===== config.mk =====
export PLATFORM = sky130hd
export DESIGN_NAME = fb_intr_ctrl_flat
export DESIGN_NICKNAME = d
export VERILOG_FILES = /design/src/rtl/fb_intr_ctrl_if.sv /design/src/rtl/fb_intr_ctrl.sv /design/src/flat_wrapper.sv
export SDC_FILE = /design/constraint.sdc
export NUM_CORES = 1
export LEC_CHECK = 0
export BUFFER_PORTS_ARGS = -buffer_cell sky130_fd_sc_hd__buf_2
export CORE_UTILIZATION = 40
export DETAILED_ROUTE_END_ITERATION = 10
export HOLD_SLACK_MARGIN = 0.1
export PLACE_DENSITY_LB_ADDON = 0.05
export SLEW_MARGIN = 5
export SYNTH_ARGS = -nofsm -noshare
export SYNTH_HDL_FRONTEND = slang
export SYNTH_SLANG_ARGS = --single-unit

===== constraint.sdc =====
create_clock -name WB_CLK -period 2.25 [get_ports WB_CLK]
set_clock_uncertainty 0.05 [all_clocks]
set_input_delay 0.5625 -clock WB_CLK [delete_from_list [all_inputs] [get_ports WB_CLK]]
set_output_delay 0.5625 -clock WB_CLK [all_outputs]
set_load 0.05 [all_outputs]

===== src/rtl/fb_intr_ctrl_if.sv =====
// Wishbone slave bundle for the interrupt aggregator register aperture.
// Latency: none; this file holds wiring only.
// Backpressure: the slave paces every transfer with a one-cycle WBs_ACK_o pulse.
// Signals: address/cycle/strobe/write-enable/byte-strobe/write-data come from the master;
//          read data and acknowledge come from the slave.
interface fb_intr_ctrl_if #(
    parameter int ADDRWIDTH = 10,
    parameter int DATAWIDTH = 32
);
    logic [ADDRWIDTH-1:0] WBs_ADR_i;
    logic                 WBs_CYC_i;
    logic [3:0]           WBs_BYTE_STB_i;
    logic                 WBs_WE_i;
    logic                 WBs_STB_i;
    logic [DATAWIDTH-1:0] WBs_DAT_i;
    logic [DATAWIDTH-1:0] WBs_DAT_o;
    logic                 WBs_ACK_o;

    modport master (
        output WBs_ADR_i, WBs_CYC_i, WBs_BYTE_STB_i, WBs_WE_i, WBs_STB_i, WBs_DAT_i,
        input  WBs_DAT_o, WBs_ACK_o
    );

    modport slave (
        input  WBs_ADR_i, WBs_CYC_i, WBs_BYTE_STB_i, WBs_WE_i, WBs_STB_i, WBs_DAT_i,
        output WBs_DAT_o, WBs_ACK_o
    );
endinterface


===== src/rtl/fb_intr_ctrl.sv =====
// Interrupt aggregator: syncs sources, latches level/edge events, masks them onto FB_msg_out_o.
// Latency: source change -> STATUS in 3 clocks, -> FB_msg_out_o/Intr_Any_o in 4 clocks; WB ACK 1 clock.
// Backpressure: none on sources; WB requests are acked on alternate cycles while held.
// Ports: WB_CLK/WB_RST (sync, active-high); wb = Wishbone slave (STATUS 0x00, ENABLE 0x04,
//        MODE 0x08, RAW 0x0C, EVT_CNT 0x10); Intr_Src_i raw sources; FB_msg_out_o, Intr_Any_o.
module fb_intr_ctrl #(
    parameter int                   ADDRWIDTH     = 10,
    parameter int                   DATAWIDTH     = 32,
    parameter int                   NUM_SRC       = 4,
    parameter logic [DATAWIDTH-1:0] DEF_REG_VALUE = 32'hFAB_DEF_AC
) (
    input  logic                 WB_CLK,
    input  logic                 WB_RST,
    fb_intr_ctrl_if.slave        wb,
    input  logic [NUM_SRC-1:0]   Intr_Src_i,
    output logic [NUM_SRC-1:0]   FB_msg_out_o,
    output logic                 Intr_Any_o
);

    localparam int AW = ADDRWIDTH - 2;
    localparam logic [AW-1:0] OFS_STATUS = AW'(0);
    localparam logic [AW-1:0] OFS_ENABLE = AW'(1);
    localparam logic [AW-1:0] OFS_MODE   = AW'(2);
    localparam logic [AW-1:0] OFS_RAW    = AW'(3);
    localparam logic [AW-1:0] OFS_EVTCNT = AW'(4);

    logic [AW-1:0]        word_adr;
    logic                 xfer_req;
    logic                 ack_nxt;
    logic                 wr_commit;
    logic                 wr_status;
    logic                 wr_enable;
    logic                 wr_mode;
    logic                 wr_evtcnt;

    logic [NUM_SRC-1:0]   sync_q1;
    logic [NUM_SRC-1:0]   sync_q2;
    logic [NUM_SRC-1:0]   sync_d;
    logic [NUM_SRC-1:0]   rise;
    logic [NUM_SRC-1:0]   evt;

    logic [NUM_SRC-1:0]   status_q;
    logic [NUM_SRC-1:0]   status_clr;
    logic [NUM_SRC-1:0]   enable_q;
    logic [NUM_SRC-1:0]   mode_q;
    logic [7:0]           cnt_q [NUM_SRC];
    logic [NUM_SRC-1:0]   cnt_clr;
    logic [DATAWIDTH-1:0] rdata;

    // Address LSBs and most write-data bits have no meaning in this aperture.
    logic unused_bits;
    assign unused_bits = ^{wb.WBs_ADR_i[1:0], wb.WBs_DAT_i, wb.WBs_BYTE_STB_i};

    // ---------------- Wishbone handshake and write decode ----------------
    assign word_adr  = wb.WBs_ADR_i[ADDRWIDTH-1:2];
    assign xfer_req  = wb.WBs_CYC_i & wb.WBs_STB_i;
    assign ack_nxt   = xfer_req & ~wb.WBs_ACK_o;
    // Commit on the edge that closes the acked cycle, so each transfer writes once.
    assign wr_commit = xfer_req & wb.WBs_WE_i & wb.WBs_ACK_o;
    assign wr_status = wr_commit & (word_adr == OFS_STATUS) & wb.WBs_BYTE_STB_i[0];
    assign wr_enable = wr_commit & (word_adr == OFS_ENABLE) & wb.WBs_BYTE_STB_i[0];
    assign wr_mode   = wr_commit & (word_adr == OFS_MODE)   & wb.WBs_BYTE_STB_i[0];
    assign wr_evtcnt = wr_commit & (word_adr == OFS_EVTCNT);

    always_ff @(posedge WB_CLK) begin
        if (WB_RST) begin
            wb.WBs_ACK_o <= 1'b0;
            wb.WBs_DAT_o <= '0;
        end else begin
            wb.WBs_ACK_o <= ack_nxt;
            wb.WBs_DAT_o <= ack_nxt ? rdata : '0;
        end
    end

    // ---------------- Synchroniser and event detection ----------------
    always_ff @(posedge WB_CLK) begin
        if (WB_RST) begin
            sync_q1 <= '0;
            sync_q2 <= '0;
            sync_d  <= '0;
        end else begin
            sync_q1 <= Intr_Src_i;
            sync_q2 <= sync_q1;
            sync_d  <= sync_q2;
        end
    end

    assign rise = sync_q2 & ~sync_d;
    assign evt  = (mode_q & rise) | (~mode_q & sync_q2);

    // ---------------- Control / status registers ----------------
    assign status_clr = wr_status ? wb.WBs_DAT_i[NUM_SRC-1:0] : '0;

    always_ff @(posedge WB_CLK) begin
        if (WB_RST) begin
            status_q <= '0;
            enable_q <= '0;
            mode_q   <= '0;
        end else begin
            // Event is OR'd after the clear: a same-cycle event wins, and a held
            // level source keeps re-setting its bit.
            status_q <= (status_q & ~status_clr) | evt;
            if (wr_enable) enable_q <= wb.WBs_DAT_i[NUM_SRC-1:0];
            if (wr_mode)   mode_q   <= wb.WBs_DAT_i[NUM_SRC-1:0];
        end
    end

    // ---------------- Saturating per-source event counters ----------------
    always_comb begin
        cnt_clr = '0;
        for (int i = 0; i < NUM_SRC; i++) begin
            cnt_clr[i] = wr_evtcnt & wb.WBs_BYTE_STB_i[i];
        end
    end

    always_ff @(posedge WB_CLK) begin
        if (WB_RST) begin
            for (int i = 0; i < NUM_SRC; i++) cnt_q[i] <= 8'd0;
        end else begin
            for (int i = 0; i < NUM_SRC; i++) begin
                if (cnt_clr[i])
                    cnt_q[i] <= {7'd0, rise[i]};
                else if (rise[i] && (cnt_q[i] != 8'hFF))
                    cnt_q[i] <= cnt_q[i] + 8'd1;
            end
        end
    end

    // ---------------- Read mux ----------------
    always_comb begin
        rdata = '0;
        case (word_adr)
            OFS_STATUS: rdata[NUM_SRC-1:0] = status_q;
            OFS_ENABLE: rdata[NUM_SRC-1:0] = enable_q;
            OFS_MODE:   rdata[NUM_SRC-1:0] = mode_q;
            OFS_RAW:    rdata[NUM_SRC-1:0] = sync_q2;
            OFS_EVTCNT: begin
                for (int i = 0; i < NUM_SRC; i++) rdata[8*i +: 8] = cnt_q[i];
            end
            default:    rdata = DEF_REG_VALUE;
        endcase
    end

    // ---------------- Interrupt outputs ----------------
    always_ff @(posedge WB_CLK) begin
        if (WB_RST) begin
            FB_msg_out_o <= '0;
            Intr_Any_o   <= 1'b0;
        end else begin
            FB_msg_out_o <= status_q & enable_q;
            Intr_Any_o   <= |(status_q & enable_q);
        end
    end

endmodule


===== src/flat_wrapper.sv =====
// flat-port wrapper written by rule: the top's interface ports become plain ports
module fb_intr_ctrl_flat 
#(
    parameter int                   ADDRWIDTH     = 10,
    parameter int                   DATAWIDTH     = 32,
    parameter int                   NUM_SRC       = 4,
    parameter logic [DATAWIDTH-1:0] DEF_REG_VALUE = 32'hFAB_DEF_AC
)
  (WB_CLK, WB_RST, Intr_Src_i, FB_msg_out_o, Intr_Any_o, wb_WBs_ADR_i, wb_WBs_CYC_i, wb_WBs_BYTE_STB_i, wb_WBs_WE_i, wb_WBs_STB_i, wb_WBs_DAT_i, wb_WBs_DAT_o, wb_WBs_ACK_o);
  fb_intr_ctrl_if #(.ADDRWIDTH(ADDRWIDTH), .DATAWIDTH(DATAWIDTH)) wb_i ();
  input  logic WB_CLK;
  input  logic WB_RST;
  input  logic [NUM_SRC-1:0] Intr_Src_i;
  output logic [NUM_SRC-1:0] FB_msg_out_o;
  output logic Intr_Any_o;
  input wire logic [$bits(wb_i.WBs_ADR_i)-1:0] wb_WBs_ADR_i;
  input wire logic [$bits(wb_i.WBs_CYC_i)-1:0] wb_WBs_CYC_i;
  input wire logic [$bits(wb_i.WBs_BYTE_STB_i)-1:0] wb_WBs_BYTE_STB_i;
  input wire logic [$bits(wb_i.WBs_WE_i)-1:0] wb_WBs_WE_i;
  input wire logic [$bits(wb_i.WBs_STB_i)-1:0] wb_WBs_STB_i;
  input wire logic [$bits(wb_i.WBs_DAT_i)-1:0] wb_WBs_DAT_i;
  output wire logic [$bits(wb_i.WBs_DAT_o)-1:0] wb_WBs_DAT_o;
  output wire logic [$bits(wb_i.WBs_ACK_o)-1:0] wb_WBs_ACK_o;
  assign wb_i.WBs_ADR_i = wb_WBs_ADR_i;
  assign wb_i.WBs_CYC_i = wb_WBs_CYC_i;
  assign wb_i.WBs_BYTE_STB_i = wb_WBs_BYTE_STB_i;
  assign wb_i.WBs_WE_i = wb_WBs_WE_i;
  assign wb_i.WBs_STB_i = wb_WBs_STB_i;
  assign wb_i.WBs_DAT_i = wb_WBs_DAT_i;
  assign wb_WBs_DAT_o = wb_i.WBs_DAT_o;
  assign wb_WBs_ACK_o = wb_i.WBs_ACK_o;
  fb_intr_ctrl #(.ADDRWIDTH(ADDRWIDTH), .DATAWIDTH(DATAWIDTH), .NUM_SRC(NUM_SRC), .DEF_REG_VALUE(DEF_REG_VALUE)) u_core (.WB_CLK(WB_CLK), .WB_RST(WB_RST), .wb(wb_i), .Intr_Src_i(Intr_Src_i), .FB_msg_out_o(FB_msg_out_o), .Intr_Any_o(Intr_Any_o));
endmodule

Word level (Yosys, flattened, before mapping)
Memory sizes are Yosys's and may differ from the RTL's.
Index checks and enable logic that the tools add are counted.
{"block": "word_totals", "register_bits": 62, "ramBits": 32, "wordCells": 107, "n_memories": 1}
{"block": "classes", "addsub": 4, "n_eq_ne": 8, "n_mux": 41, "bitwise_logic": 35, "n_reduce_logical": 8}
{"name": "u_core.cnt_q", "words": 4, "word_bits": 8, "read_ports": 4, "rd_ports_with_merged_regs": 0, "wr": 4, "line_no": "fb_intr_ctrl.sv:46", "text": "logic [7:0] cnt_q [NUM_SRC];"}
{"op": "2-to-1 mux 8 bit", "n": 8}
{"op": "case mux 28 bit (2 select lines)", "n": 1}
{"op": "adder 8 x 1 -> 8 bit (second input constant)", "n": 4}
{"op": "!= test 8 bit (second input constant)", "n": 4}
{"op": "2-to-1 mux 1 bit", "n": 30}
{"op": "bitwise AND 4 bit", "n": 5}
{"op": "case mux 4 bit (5 select lines)", "n": 1}
{"op": "equality test 8 x 2 -> 1 bit (second input constant)", "n": 2}
{"op": "bitwise AND 1 bit", "n": 15}
{"op": "NOT 4 bit", "n": 3}
{"op": "equality test 8 x 1 -> 1 bit (second input constant)", "n": 1}
{"op": "equality test 8 x 3 -> 1 bit (second input constant)", "n": 1}
{"op": "logical NOT 8 bit", "n": 1}
{"op": "OR 1 bit", "n": 8}
{"op": "OR 4 bit", "n": 2}
{"op": "OR reduction 4 bit", "n": 2}
{"op": "logical AND 1 bit", "n": 4}
{"op": "2-to-1 mux 4 bit", "n": 1}
{"op": "NOT 1 bit", "n": 2}
{"op": "OR reduction 2 bit", "n": 1}

Depth between registers and ports, before layout
{"block": "logic_depth", "ltp_word": 10, "depth_mapped": 6, "mapped_depth_nobuf": 5}

Worst setup path after synthesis
No wires, ideal clock.
{"block": "synth_timing", "kind": "in2reg", "from": "in wb_WBs_ADR_i[7]", "to": "reg u_core.enable_q[0]", "arrival_time_ns": 1.884, "required_ns": 2.082, "path_slack_ns": 0.198, "stages": 5, "cell_sequence": "nor4_4 nand4b_4 or4b_4 buf_6 mux2i_1"}
{"block": "synth_via", "elab_chain_len": 3}
{"element": "start, declared", "line_no": "flat_wrapper.sv:16", "text": "input wire logic [$bits(wb_i.WBs_ADR_i)-1:0] wb_WBs_ADR_i;"}
{"element": "equality test 8 x 1 -> 1 bit", "line_no": "fb_intr_ctrl.sv:61", "text": "assign wr_enable = wr_commit & (word_adr == OFS_ENABLE) & wb.WBs_BYTE_STB_i[0];"}
{"element": "bitwise AND 1 bit (2 in series)", "line_no": "fb_intr_ctrl.sv:61"}
{"element": "end signal, assigned", "line_no": "fb_intr_ctrl.sv:103", "text": "if (wr_enable) enable_q <= wb.WBs_DAT_i[NUM_SRC-1:0];"}
{"element": "end, declared", "line_no": "fb_intr_ctrl.sv:44", "text": "logic [NUM_SRC-1:0] enable_q;"}
Every way passes these cells.
A chain may end at the register's enable or synchronous reset.

==> flow_metrics.py <==
metrics = {
    "yosys": {
        "synthTopCellsByCount": "nand2_1, dfxtp_1, nor2_1",
        "synth-warning-count": 0,
        "synth_edf_count": 32,
        "ys.flop_type": "dfxtp_1",
        "async_reset_ff_share_pct": 0,
        "synthTopCellsByArea": "dfxtp_1, edfxtp_1, nand2_1",
        "synth_most_common_cell": "nand2_1",
        "synth_seq_cells": 94,
        "syn_nets": 446,
        "yosys.area.top_type_share_pct": 31.7,
        "synth_area_um2": 3910,
        "netlist_instances": 387,
        "synth-seq-area-share_pct": 56.3,
        "syn_area_per_cell_um2": 10.1,
        "synth.distinct_cells": 42,
        "synth_largest_area_cell": "dfxtp_1",
    },
    "sta": {
        "fin_crit_sh_pct": 88.2,
        "final-max-slew-violation-count": 0,
        "rsz0062_at_grt": "false",
        "setup_viol": 0,
        "maxSlewHeadroom_pct": 72.3,
        "worst_pin_slew_ns": 0.413,
        "fmax_ghz": 0.504,
        "layout_min_cycle_time_ns": 1.98,
        "hold_violations": 0,
        "setup_total_negative_slack_ns": 0,
    },
    "grt": {
        "grt_max_degree": 22,
        "track_usage_pct": 18.0,
        "grt-ovfl-total": 0,
        "grt_pass1_vias": 2708,
        "grt_pass1_wl_um": 13700,
        "antenna_found_initial": 0,
    },
    "critical_path": {
        "worstSetupEndpointType": "register",
        "critPathRequiredTime_ns": 2.24,
        "path_max_fanout": 8,
        "critical_path_class": "reg -> reg",
        "crit_arrival_ns": 1.97,
        "cp-start-kind": "register",
    },
    "detailed_routing": {
        "routed_wl_um": 8450,
        "via_per_inst": 4.89,
        "wl_met1_um": 4160,
        "drt_iter0_markers": 120,
        "vias": 2954,
        "drt_drc_violations_left": 0,
        "dr.pass1.iters": 4,
        "wl_met3_um": 304,
        "wire_per_inst_um": 14.0,
        "wl_met2_um": 3870,
        "highest_layer": "met4",
        "drt.antenna.violating_nets": 0,
    },
    "placement": {
        "gp_routability_congestion": 0.787,
        "hpwl_um": 6220,
        "io_buffers": 62,
    },
    "floorplan": {
        "initial_core_util_pct": 41.7,
        "die_area_um2": 10200,
        "die_w_um": 101,
        "rows": 35,
        "core_area_um2": 9370,
        "ios": 93,
        "die_h_um": 101,
    },
    "clocking": {
        "clk_pin_slew_worst_paths_ns": 0.09,
        "h-tree-depth": 3,
        "cts_tree": "built",
        "holdBufCountCts": 0,
        "cts_root_buffer": "clkbuf_8",
        "cts_buffer_depth": 2,
        "post_cts_resized": 0,
        "cts_buffers": 9,
        "cts_setup_buffers": 0,
        "cts_num_sinks": 94,
        "clock_latency_ns": 0.36,
    },
    "finish": {
        "antennaDiodeCount": 0,
        "n_fill_cell": 933,
        "nNetsFinal": 529,
        "finish.utilization_pct": 50.8,
        "layout-drive-gt1-share_pct": 22.9,
        "seqCellArea_um2": 2200,
        "synthToLayoutAreaGrowth_pct": 21.7,
        "multi_input_area_um2": 1630,
    },
    "pwr": {
        "ir_worst_vdd_mv": 0.497,
        "p_leak_uw": 0.00200,
        "power_density_nw_per_um2": 713,
    },
    "worst_hold_path": {
        "holdCritPathClass": "in -> reg",
    },
    "status": {
        "status": "finished clean",
    },
    "run": {
        "max_cap_viol_count": 0,
    },
}
## area by class of cell
| cell class | count | area share [%] |
|---|---|---|
| clock buffer | 11 | 3.18 |
| clock inverter | 5 | 1.71 |
| inverter | 7 | 0.552 |
| multi-input combinational | 271 | 34.2 |
| sequential | 94 | 46.3 |
| tap | 129 | 3.39 |
| timing repair buffer | 87 | 10.7 |
## layer usage
layer  global-route usage, %  vias up
met1                    24.5     1376
li1                        -     1504
met4                    6.35        0
met2                    28.5       65
met3                    3.54        9
met5                       0        -
## worst paths after layout
kind	from	to	cells past startpoint	slack, ns
max	u_core.cnt_q[0][0]	u_core.cnt_q[0][7]	4	0.27
min	wb_WBs_DAT_i[0]	u_core.status_q[0]	2	0.36
max reg2reg	u_core.cnt_q[0][0]	u_core.cnt_q[0][7]	4	0.27
min reg2reg	u_core.sync_q1[1]	u_core.sync_q2[1]	1	0.39
## kinds of logic after synthesis
logic type / share of synthesized area [%]
xor+xnor: 5.38
flops: 56.3
fa+ha+maj: 1.28
mux: 3.84
compound gates: 8.16
buf+inv: 2.30
simple gates: 22.7
## registers in the layout, summed over array words and instances (netlist names)
name and flops:
u_core.Intr_Any_o 1, u_core.mode_q 4, u_core.wb.WBs_ACK_o 1, u_core.sync_q1 4, u_core.sync_d 4, u_core.FB_msg_out_o 4
u_core.enable_q 4, u_core.sync_q2 4, u_core.wb.WBs_DAT_o 32, u_core.cnt_q 32, u_core.status_q 4
## cells in the final DEF (no fill, tap or decap), types with 2 or more instances in the layout
cell / synthesis / final
a21oi_1: 27 / 27
a22oi_1: 4 / 4
a31oi_1: 4 / 4
and2_1: 8 / 8
and3_1: 6 / 6
and4_1: 3 / 3
buf_2: 0 / 62
buf_4: 0 / 24
bufinv_16: 0 / 2
clkbuf_8: 0 / 11
clkinv_4: 0 / 2
dfxtp_1: 62 / 62
edfxtp_1: 32 / 32
ha_1: 4 / 4
inv_1: 7 / 7
mux2i_1: 15 / 15
nand2_1: 63 / 63
nand2b_1: 4 / 4
nand3_1: 14 / 14
nand4_1: 6 / 6
nor2_1: 38 / 38
nor2b_1: 13 / 13
nor3_1: 6 / 6
nor3b_1: 3 / 3
o2111a_1: 2 / 2
o21ai_0: 7 / 7
o22ai_1: 3 / 3
o31ai_1: 3 / 3
xnor2_1: 12 / 12
xor2_1: 12 / 12
## power by group
| group | switching, µW | total (µW) | internal (µW) |
|---|---|---|---|
| sequential | 49.0 | 1860 | 1810 |
| combinational | 180 | 281 | 102 |
| clock | 562 | 1250 | 687 |
## through the flow
| stage | std cells | setup slack (ns) | total power [µW] | area (µm²) | hold slack, ns |
|---|---|---|---|---|---|
| 3_5_place_dp | 588 | 0.0940 | 2180 | 4530 | 0.377 |
| 4_1_cts | 604 | 0.273 | 3440 | 4760 | 0.340 |
| 3_3_place_gp | 588 | 0.0904 | 2180 | 4530 | 0.372 |
| 2_1_floorplan | 387 | 0.198 | 2070 | 3910 | 0.364 |
| 5_1_grt | 604 | 0.134 | 3530 | 4760 | 0.354 |
| 6_report | 604 | 0.266 | 3390 | 4760 | 0.359 |
## critical path: stages (launching register included)
cell	delay [ns]
edfxtp_1	0.39
ha_1	0.27
and3_1	0.21
a211oi_1	0.40
or3b_2	0.35
(Power assumes the default switching activity.)
